File: config.mk
export PLATFORM = sky130hd
export DESIGN_NAME = hazard_ctrl_flat
export DESIGN_NICKNAME = d
export VERILOG_FILES = /design/src/rtl/hazard_ctrl_if.sv /design/src/rtl/hazard_ctrl.sv /design/src/flat_wrapper.sv
export SDC_FILE = /design/constraint.sdc
export NUM_CORES = 1
export LEC_CHECK = 0
export BUFFER_PORTS_ARGS = -buffer_cell sky130_fd_sc_hd__buf_2
export CAP_MARGIN = 20
export CORE_ASPECT_RATIO = 0.7
export CORE_MARGIN = 10
export CORE_UTILIZATION = 31
export CTS_CLUSTER_DIAMETER = 100
export CTS_CLUSTER_SIZE = 40
export DETAILED_ROUTE_END_ITERATION = 12
export PLACE_DENSITY = 0.5
export SLEW_MARGIN = 25
export SYNTH_ARGS = -nofsm -noshare
export SYNTH_HDL_FRONTEND = slang
export SYNTH_SLANG_ARGS = --single-unit
File: constraint.sdc
create_clock -name clk -period 2.21 [get_ports clk]
set_input_delay 0.3315 -clock clk [delete_from_list [all_inputs] [get_ports clk]]
set_output_delay 0.3315 -clock clk [all_outputs]
set_load 0.01 [all_outputs]
File: src/rtl/hazard_ctrl_if.sv
// Pipeline-control bundle between hazard_ctrl and the pipeline/data-memory side.
// The master modport belongs to the sequencer; the slave modport belongs to the pipeline it drives.
interface hazard_ctrl_if #(
    parameter int unsigned CNT_W = 16
);
    logic [4:0]       id_rs1;
    logic [4:0]       id_rs2;
    logic             idex_memread;
    logic [4:0]       idex_rd;
    logic             exmem_branch;
    logic             exmem_memread;
    logic             exmem_memwrite;
    logic             mem_ready;
    logic             pc_en;
    logic             pc_sel;
    logic             ifid_en;
    logic             pipe_en;
    logic             ifid_flush;
    logic             idex_flush;
    logic             exmem_flush;
    logic             memwb_flush;
    logic             mem_req;
    logic             mem_err;
    logic [CNT_W-1:0] stall_cycles;

    modport master (
        input  id_rs1, id_rs2, idex_memread, idex_rd, exmem_branch,
               exmem_memread, exmem_memwrite, mem_ready,
        output pc_en, pc_sel, ifid_en, pipe_en, ifid_flush, idex_flush,
               exmem_flush, memwb_flush, mem_req, mem_err, stall_cycles
    );

    modport slave (
        output id_rs1, id_rs2, idex_memread, idex_rd, exmem_branch,
               exmem_memread, exmem_memwrite, mem_ready,
        input  pc_en, pc_sel, ifid_en, pipe_en, ifid_flush, idex_flush,
               exmem_flush, memwb_flush, mem_req, mem_err, stall_cycles
    );
endinterface

File: src/rtl/hazard_ctrl.sv
// 5-stage pipeline sequencer: load-use bubbles, MEM-stage branch flushes and a
// data-memory request/ready handshake with timeout lock, plus a stall-cycle counter.
module hazard_ctrl #(
    parameter int unsigned TIMEOUT = 15,
    parameter int unsigned CNT_W   = 16
) (
    input  logic          clk,
    input  logic          rst_n,
    hazard_ctrl_if.master bus
);
    typedef enum logic [1:0] {RUN, MEM_WAIT, ERR} state_e;

    localparam logic [7:0] WAIT_LAST = 8'(TIMEOUT - 1);

    state_e           state_q, state_d;
    logic [7:0]       wait_q, wait_d;
    logic             mem_err_q, mem_err_d;
    logic [CNT_W-1:0] stall_q, stall_d;

    logic mem_op, load_use;
    logic pc_en, pc_sel, ifid_en, pipe_en;
    logic ifid_flush, idex_flush, exmem_flush, memwb_flush, mem_req;

    assign mem_op   = bus.exmem_memread | bus.exmem_memwrite;
    assign load_use = bus.idex_memread && (bus.idex_rd != 5'd0) &&
                      ((bus.idex_rd == bus.id_rs1) || (bus.idex_rd == bus.id_rs2));

    always_comb begin
        state_d     = state_q;
        wait_d      = wait_q;
        mem_err_d   = mem_err_q;
        pc_en       = 1'b0;
        pc_sel      = 1'b0;
        ifid_en     = 1'b0;
        pipe_en     = 1'b0;
        ifid_flush  = 1'b0;
        idex_flush  = 1'b0;
        exmem_flush = 1'b0;
        memwb_flush = 1'b0;
        mem_req     = 1'b0;

        unique case (state_q)
            RUN: begin
                pc_en   = 1'b1;
                ifid_en = 1'b1;
                pipe_en = 1'b1;
                mem_req = mem_op;
                if (mem_op && !bus.mem_ready) begin
                    pc_en       = 1'b0;
                    ifid_en     = 1'b0;
                    pipe_en     = 1'b0;
                    memwb_flush = 1'b1;
                    wait_d      = '0;
                    state_d     = MEM_WAIT;
                end else if (bus.exmem_branch) begin
                    pc_sel      = 1'b1;
                    ifid_flush  = 1'b1;
                    idex_flush  = 1'b1;
                    exmem_flush = 1'b1;
                end else if (load_use) begin
                    pc_en      = 1'b0;
                    ifid_en    = 1'b0;
                    idex_flush = 1'b1;
                end
            end
            MEM_WAIT: begin
                mem_req = 1'b1;
                if (bus.mem_ready) begin
                    pc_en   = 1'b1;
                    ifid_en = 1'b1;
                    pipe_en = 1'b1;
                    state_d = RUN;
                end else begin
                    memwb_flush = 1'b1;
                    if (wait_q == WAIT_LAST) begin
                        mem_err_d = 1'b1;
                        state_d   = ERR;
                    end else begin
                        wait_d = wait_q + 8'd1;
                    end
                end
            end
            ERR: begin
                memwb_flush = 1'b1;
            end
            default: state_d = RUN;
        endcase

        // Reset must silence the pipeline immediately, not just at the next edge.
        if (!rst_n) begin
            pc_en       = 1'b0;
            pc_sel      = 1'b0;
            ifid_en     = 1'b0;
            pipe_en     = 1'b0;
            ifid_flush  = 1'b0;
            idex_flush  = 1'b0;
            exmem_flush = 1'b0;
            memwb_flush = 1'b0;
            mem_req     = 1'b0;
        end

        stall_d = (!pc_en && (stall_q != '1)) ? stall_q + CNT_W'(1) : stall_q;
    end

    always_ff @(posedge clk or negedge rst_n) begin
        if (!rst_n) begin
            state_q   <= RUN;
            wait_q    <= '0;
            mem_err_q <= 1'b0;
            stall_q   <= '0;
        end else begin
            state_q   <= state_d;
            wait_q    <= wait_d;
            mem_err_q <= mem_err_d;
            stall_q   <= stall_d;
        end
    end

    assign bus.pc_en        = pc_en;
    assign bus.pc_sel       = pc_sel;
    assign bus.ifid_en      = ifid_en;
    assign bus.pipe_en      = pipe_en;
    assign bus.ifid_flush   = ifid_flush;
    assign bus.idex_flush   = idex_flush;
    assign bus.exmem_flush  = exmem_flush;
    assign bus.memwb_flush  = memwb_flush;
    assign bus.mem_req      = mem_req;
    assign bus.mem_err      = mem_err_q;
    assign bus.stall_cycles = stall_q;
endmodule
File: src/flat_wrapper.sv
// flat-port wrapper written by rule: the top's interface ports become plain ports
module hazard_ctrl_flat 
#(
    parameter int unsigned TIMEOUT = 15,
    parameter int unsigned CNT_W   = 16
)
  (clk, rst_n, bus_id_rs1, bus_id_rs2, bus_idex_memread, bus_idex_rd, bus_exmem_branch, bus_exmem_memread, bus_exmem_memwrite, bus_mem_ready, bus_pc_en, bus_pc_sel, bus_ifid_en, bus_pipe_en, bus_ifid_flush, bus_idex_flush, bus_exmem_flush, bus_memwb_flush, bus_mem_req, bus_mem_err, bus_stall_cycles);
  hazard_ctrl_if #(.CNT_W(CNT_W)) bus_i ();
  input  logic clk;
  input  logic rst_n;
  input wire logic [$bits(bus_i.id_rs1)-1:0] bus_id_rs1;
  input wire logic [$bits(bus_i.id_rs2)-1:0] bus_id_rs2;
  input wire logic [$bits(bus_i.idex_memread)-1:0] bus_idex_memread;
  input wire logic [$bits(bus_i.idex_rd)-1:0] bus_idex_rd;
  input wire logic [$bits(bus_i.exmem_branch)-1:0] bus_exmem_branch;
  input wire logic [$bits(bus_i.exmem_memread)-1:0] bus_exmem_memread;
  input wire logic [$bits(bus_i.exmem_memwrite)-1:0] bus_exmem_memwrite;
  input wire logic [$bits(bus_i.mem_ready)-1:0] bus_mem_ready;
  output wire logic [$bits(bus_i.pc_en)-1:0] bus_pc_en;
  output wire logic [$bits(bus_i.pc_sel)-1:0] bus_pc_sel;
  output wire logic [$bits(bus_i.ifid_en)-1:0] bus_ifid_en;
  output wire logic [$bits(bus_i.pipe_en)-1:0] bus_pipe_en;
  output wire logic [$bits(bus_i.ifid_flush)-1:0] bus_ifid_flush;
  output wire logic [$bits(bus_i.idex_flush)-1:0] bus_idex_flush;
  output wire logic [$bits(bus_i.exmem_flush)-1:0] bus_exmem_flush;
  output wire logic [$bits(bus_i.memwb_flush)-1:0] bus_memwb_flush;
  output wire logic [$bits(bus_i.mem_req)-1:0] bus_mem_req;
  output wire logic [$bits(bus_i.mem_err)-1:0] bus_mem_err;
  output wire logic [$bits(bus_i.stall_cycles)-1:0] bus_stall_cycles;
  assign bus_i.id_rs1 = bus_id_rs1;
  assign bus_i.id_rs2 = bus_id_rs2;
  assign bus_i.idex_memread = bus_idex_memread;
  assign bus_i.idex_rd = bus_idex_rd;
  assign bus_i.exmem_branch = bus_exmem_branch;
  assign bus_i.exmem_memread = bus_exmem_memread;
  assign bus_i.exmem_memwrite = bus_exmem_memwrite;
  assign bus_i.mem_ready = bus_mem_ready;
  assign bus_pc_en = bus_i.pc_en;
  assign bus_pc_sel = bus_i.pc_sel;
  assign bus_ifid_en = bus_i.ifid_en;
  assign bus_pipe_en = bus_i.pipe_en;
  assign bus_ifid_flush = bus_i.ifid_flush;
  assign bus_idex_flush = bus_i.idex_flush;
  assign bus_exmem_flush = bus_i.exmem_flush;
  assign bus_memwb_flush = bus_i.memwb_flush;
  assign bus_mem_req = bus_i.mem_req;
  assign bus_mem_err = bus_i.mem_err;
  assign bus_stall_cycles = bus_i.stall_cycles;
  hazard_ctrl #(.TIMEOUT(TIMEOUT), .CNT_W(CNT_W)) u_core (.clk(clk), .rst_n(rst_n), .bus(bus_i));
endmodule
==> results.tsv, run 1 <==
stage	metric	value	unit
cts	Root Driver	clkbuf_8	
cts	CTS resizes	0	
layout	fin area	1920	µm²
global_route	total gr overflow	0	
die	Site Rows	21	
global_route	Total GRT Usage	8.75	%
place	gp weighted congestion	0.772	
cts	# hold bufs at CTS	0	
layout	Syn-to-layout area delta	25.5	%
place	number of port buffers	47	
place	Final HPWL DP	2870	µm
global_route	largest net degree at the start of global routing	29	
layout	fill cell count	490	
cts	Clk Latency, worst-skew pair	0.27	ns
die	die area	8200	µm²
sta	fin crit period	2.10	ns
power_and_ir_drop	Peak supply drop	0.325	mV
sta	final hold vios	0	
synth	gate count of the mapped netlist	157	
worst_setup_path	Worst setup EP type	output port	
cts	Max H-tree Level	1	
sta	Setup violations, final	0	
cts	CTS tree	done	
layout	Final #Nets	237	
synth	Mapped Area	1530	µm²
global_route	initial antenna violation count	0	
run_status	status	finished, final reports clean	
cts	CTS Buf Count	3	
routing	ANT nets after route	0	
layout	commonest cells after routing, fill and taps aside	buf_2, dfrtp_1, xor2_1, nor2_1, nand2_1	
worst_setup_path	worst endpoint required time	1.88	ns
die	top-level port count	48	
layout	share of cells above drive strength 1	29.9	%
die	core area	4780	µm²
sta	fin crit share	94.9	%
routing	routed vias	1285	
sta	Slew Viols, Final	0	
sta	Max-slew headroom	70.8	%
global_route	vias in the first global route	1249	
routing	final WL	3610	µm
cts	CTS clk-pin slew, worst paths	0.09	ns
layout	most common cell after layout, fill and taps aside	buf_2	
sta	fmax	0.477	GHz
synth	Post-Syn Area per Cell	9.75	µm²
die	die width	104	µm
routing	first-pass iteration count of the detailed router	4	
die	initial core utilization	32.0	%
sta	RSZ-0062 raised after global routing	false	
power_and_ir_drop	Pwr per Cell Area	797	nW/µm²
die	die height	78.8	µm
cts	post-CTS setup buffer count	0	
synth	Syn. warnings	0	
synth	Synth Register Bits	27	
synth	Post-Syn Nets	182	
routing	DRC	0	
worst_setup_path	crit path launch type	primary input	
cts	CTS sink count	27	
routing	DR WL/cell	12.9	µm
min_path	Hold/Removal Path Class	primary input to async pin	
cts	Max clock buf depth	2	
sta	final clock skew	0.00428	ns
layout	Ant. Diodes	0	
place	DP Area	1880	µm²
synth	Synth cell types	35	
worst_setup_path	Worst EP arrival	1.77	ns
routing	drt initial violations	55	
power_and_ir_drop	Leakage	0.905	nW
global_route	first-pass GRT wire length	6130	µm
routing	Vias/cell	4.59	
synth	sequential area share after synthesis	44.1	%
run	Max-Cap Viols	0	
worst_setup_path	Setup CP Type	primary input to output port	
sta	actual slew at the worst max-slew pin	0.438	ns
sta	Setup Total Neg Slack	0	ns
worst_setup_path	largest fanout on the critical path	7	
-- worst paths after layout --
kind	startpoint	endpoint	slack, ns	cells after the start
min in group clk	u_core.bus.mem_err$_DFFE_PN0P_	u_core.bus.mem_err$_DFFE_PN0P_	0.48	1
max in group asynchronous	rst_n	u_core.bus.stall_cycles[5]$_DFFE_PN0P_	1.88	2
max reg2reg	u_core.bus.stall_cycles[6]$_DFFE_PN0P_	u_core.bus.stall_cycles[1]$_DFFE_PN0P_	0.22	6
min	rst_n	u_core.wait_q[1]$_DFFE_PN0P_	0.07	2
max	bus_idex_rd[3]	bus_pc_en	0.11	6
min reg2reg	u_core.bus.mem_err$_DFFE_PN0P_	u_core.bus.mem_err$_DFFE_PN0P_	0.48	1
-- routing by layer --
metal	share of wire, %	vias up	track usage [%]
met5	0	-	0
met1	51	596	11.9
met2	42	34	13.4
li1	-	653	-
met4	0.83	0	2.08
met3	5.6	2	2.50
-- through the flow --
step,setup slack (ns),std cells,util [%],hold WS (ns),power [W]
after global placement,0.0447,276,39.2,0.378,0.00127
after detailed placement,0.00953,276,39.2,0.387,0.00127
after CTS,0.0941,280,40.2,0.0832,0.00156
after floorplan,0.177,157,-,0.0359,0.00104
final,0.112,280,40.2,0.0749,0.00153
after global routing,0.00874,280,40.2,0.101,0.00165
-- registers in the layout, summed over array words and instances, names as in the netlist --
name and cells:
u_core.bus.mem_err 1, u_core.bus.stall_cycles 16, u_core.state_q 2, u_core.wait_q 8
-- cells by family after synthesis --
logic type | after synthesis | synth area share, %
DFF | 27 | 44.1
and+or+nand+nor | 75 | 25.8
muxes | 1 | 0.735
AOI/OAI and AO/OA | 12 | 6.13
buffers and inverters | 9 | 3.59
adders and majority gates | 3 | 2.45
xor gates and xnor gates | 30 | 17.2
-- critical path: stages --
cell and delay, ns:
buf_2 0.12, or4_1 0.51, o21a_1 0.20, and3_4 0.19
a21boi_4 0.23, buf_2 0.18
-- synth_stat cells (all sizes together) --
cell | number | area share (%)
buf | 6 | 2.9
xnor2 | 11 | 6.3
o21ba | 1 | 0.65
and3 | 3 | 1.6
nand4 | 5 | 2.0
nand3b | 1 | 0.49
o22ai | 2 | 0.82
and4 | 1 | 0.57
nor3b | 1 | 0.49
inv | 3 | 0.74
mux2 | 1 | 0.74
a21oi | 3 | 0.98
and4b | 1 | 0.65
o41ai | 1 | 0.57
or2 | 1 | 0.41
nor2 | 17 | 4.2
nor4b | 2 | 1.1
xor2 | 19 | 11
o21a | 1 | 0.49
or4 | 1 | 0.49
nor3 | 6 | 2.0
nand3 | 9 | 2.9
nand4b | 1 | 0.57
dfrtp | 27 | 44
nand2b | 4 | 1.6
ha | 3 | 2.5
nand2 | 14 | 3.4
o21ai | 1 | 0.33
nor4 | 8 | 3.3
a22o | 1 | 0.57
a21boi | 2 | 1.7
-- power breakdown --
part | total (W) | internal [W] | switching, W
Sequential | 0.000760 | 0.000613 | 0.000146
Combinational | 0.000490 | 0.000232 | 0.000258
Clock | 0.000283 | 0.000129 | 0.000154
Total | 0.00153 | 0.000975 | 0.000558
-- layout make-up --
type                    instances  area (µm²)  share of cell area (%)
inverters                       3        11.3                   0.586
well taps                      69        86.3                    4.49
multi-input cells             121         801                    41.7
flip-flops and latches         27         676                    35.2
repair buffers                 56         303                    15.8
clock buffers                   4        45.0                    2.34
No activity file was read; power rests on OpenSTA's default activity.
==> inputs of run 2 (changes only) <==
Settings changed: CORE_UTILIZATION 31 to 35, PLACE_DENSITY 0.5 to 0.55.
==> run 2 against run 1 <==
  * Total power is 1.0% higher
  * Global-route usage is 1.3 points higher
  * Register-to-register slack better by 0.08 ns
  * Sequential cell count stayed put
  * Highest routed layer unchanged
  * Largest power group unchanged
  * Via count is 0.62% higher
==> results.tsv, run 2 (synthesis gave the netlist of run 1 again) <==
stage	metric	value	unit	change
global_route	GR peak layer	met2		unchanged
power_and_ir_drop	Leakage	0.905	nW	about the same
worst_setup_path	Worst EP arrival	1.74	ns	was 1.77 ns
layout	fin area	1910	µm²	was 1920 µm²
place	gp weighted congestion	0.775		was 0.772
min_path	Hold/Removal Path Class	primary input to async pin		unchanged
global_route	total gr overflow	0		unchanged
cts	CTS clk-pin slew, worst paths	0.10	ns	was 0.09 ns
sta	Setup violations, final	0		unchanged
die	top-level port count	48		unchanged
layout	Non-Filler Instances	266		was 280
die	Site Rows	20		was 21
global_route	met1 Use GR	13.1	%	was 11.9%
place	Final HPWL DP	3020	µm	was 2870 µm
cts	Max clock buf depth	2		unchanged
sta	fin crit share	93.7	%	was 94.9%
routing	ANT nets after route	0		unchanged
worst_setup_path	worst endpoint required time	1.88	ns	about the same
sta	RSZ-0062 raised after global routing	false		unchanged
layout	register area	676	µm²	unchanged
routing	drt initial violations	29		was 55
cts	CTS resizes	0		unchanged
global_route	first-pass GRT wire length	6180	µm	was 6130 µm
sta	fmax	0.483	GHz	was 0.477 GHz
layout	most common cell after layout, fill and taps aside	buf_2		unchanged
cts	CTS sink count	27		unchanged
worst_setup_path	stages on the worst setup path	5		was 6
die	die height	75.3	µm	was 78.8 µm
routing	DRC	0		unchanged
die	die area	7460	µm²	was 8200 µm²
worst_setup_path	Setup CP Type	flop to output port		was primary input to output port
sta	final hold vios	0		unchanged
cts	Root Driver	clkbuf_8		unchanged
worst_setup_path	Reg2Reg Setup Slack	0.30	ns	was 0.22 ns
worst_setup_path	crit path launch type	flop		was primary input
layout	fill cell count	416		was 490
routing	first-pass iteration count of the detailed router	4		unchanged
layout	number of flip-flops in the largest register	16		unchanged
layout	Ant. Diodes	0		unchanged
cts	CTS Buf Count	3		unchanged
run	Max-Cap Viols	0		unchanged
layout	footprint of the multi-input gates	801	µm²	unchanged
die	initial core utilization	35.8	%	was 32.0%
cts	Clk Latency, worst-skew pair	0.28	ns	was 0.27 ns
power_and_ir_drop	Peak supply drop	0.371	mV	was 0.325 mV
layout	share of cells above drive strength 1	30.3	%	was 29.9%
global_route	initial antenna violation count	0		unchanged
worst_setup_path	crit-path leading delay family	simple AND/OR/NAND/NOR gates		unchanged
global_route	largest net degree at the start of global routing	28		was 29
layout	commonest cells after routing, fill and taps aside	buf_2, dfrtp_1, xor2_1, nor2_1, nand2_1		unchanged
layout	Final #Nets	237		unchanged
routing	routed vias	1293		was 1285
worst_setup_path	slowest stage cell, crit path	dfrtp_1		was or4_1
routing	final WL	3770	µm	was 3610 µm
worst_setup_path	most used cell, CP	nor2_1		was buf_2
sta	Slew Viols, Final	0		unchanged
die	die width	99.1	µm	was 104 µm
layout	Syn-to-layout area delta	24.6	%	was 25.5%
place	number of port buffers	47		unchanged
routing	Vias/cell	4.86		was 4.59
power_and_ir_drop	Pwr per Cell Area	811	nW/µm²	was 797 nW/µm²
global_route	met2 usage in global routing	16.1	%	was 13.4%
sta	actual slew at the worst max-slew pin	0.428	ns	was 0.438 ns
run_status	status	finished, final reports clean		unchanged
worst_setup_path	Bufs and invs on worst path	1		was 2
cts	CTS tree	done		unchanged
global_route	M3 GR Usage	3.44	%	was 2.50%
worst_setup_path	crit path cell chain	nor3_1 -> nor2_1 -> nor2_1 -> a21boi_4 -> buf_2		was buf_2 -> or4_1 -> o21a_1 -> and3_4 -> a21boi_4 -> buf_2
worst_setup_path	largest fanout on the critical path	5		was 7
worst_setup_path	critical path's largest stage delay	0.41	ns	was 0.51 ns
cts	post-CTS setup buffer count	0		unchanged
global_route	vias in the first global route	1265		was 1249
global_route	Total GRT Usage	10.0	%	was 8.75%
die	core area	4280	µm²	was 4780 µm²
worst_setup_path	Worst setup EP type	output port		unchanged
routing	DR WL/cell	14.2	µm	was 12.9 µm
place	DP Area	1860	µm²	was 1880 µm²
worst_setup_path	R2R cell count	6		unchanged
sta	Setup Total Neg Slack	0	ns	unchanged
sta	final clock skew	0.00537	ns	was 0.00428 ns
place	Post-Place Cells	262		was 276
sta	fin crit period	2.07	ns	was 2.10 ns
cts	Max H-tree Level	1		unchanged
cts	# hold bufs at CTS	0		unchanged
sta	Max-slew headroom	71.2	%	was 70.8%
==> run 2: final cells by class <==
| cell class | count | area share, % |
|---|---|---|
| clock buffer | 3 | 2.16 |
| timing repair buffer | 56 | 15.9 |
| inverter | 3 | 0.590 |
| clock inverter | 1 | 0.393 |
| tap | 55 | 3.61 |
| sequential | 27 | 35.4 |
| multi-input combinational | 121 | 42.0 |
==> run 2: worst register-to-register path, stage by stage (launching register included) <==
cell	delay (ns)
dfrtp_1	0.46
nand4_1	0.18
nor2_1	0.20
and3_1	0.21
and4_1	0.27
or2_2	0.16
mux2_1	0.32
==> run 2: final timing paths <==
kind	startpoint	to
max in group asynchronous	rst_n	u_core.wait_q[4]$_DFFE_PN0P_
min	rst_n	u_core.bus.stall_cycles[0]$_DFFE_PN0P_
max	u_core.state_q[0]$_DFFE_PN0P_	bus_pc_en
min reg2reg	u_core.bus.mem_err$_DFFE_PN0P_	u_core.bus.mem_err$_DFFE_PN0P_
max reg2reg	u_core.bus.stall_cycles[6]$_DFFE_PN0P_	u_core.bus.stall_cycles[1]$_DFFE_PN0P_
min in group clk	bus_mem_ready	u_core.wait_q[0]$_DFFE_PN0P_
==> run 2: report_power, final <==
part	leakage, nW	total [W]	switching [W]	internal (W)
clock network	0.0217	0.000293	0.000165	0.000128
logic	0.553	0.000494	0.000261	0.000234
registers	0.330	0.000761	0.000148	0.000613
total	0.905	0.00155	0.000573	0.000975
==> run 2: metrics by stage <==
stage,util [%],power (W),hold WS [ns],setup slack (ns)
6_report,44.6,0.00155,0.132,0.140
5_1_grt,44.6,0.00167,0.146,0.0526
4_1_cts,44.6,0.00158,0.142,0.150
3_5_place_dp,43.5,0.00128,0.448,0.0603
3_3_place_gp,43.5,0.00128,0.448,0.108
2_1_floorplan,-,0.00104,0.0359,0.177
==> run 2: per-layer routing <==
metal  part of all wire, %  wire length, µm  vias up
met2                    46             1740       31
met3                   5.3              199        2
met4                  0.27               10        0
met5                     0                0        -
li1                      -                -      652
met1                    48             1820      608
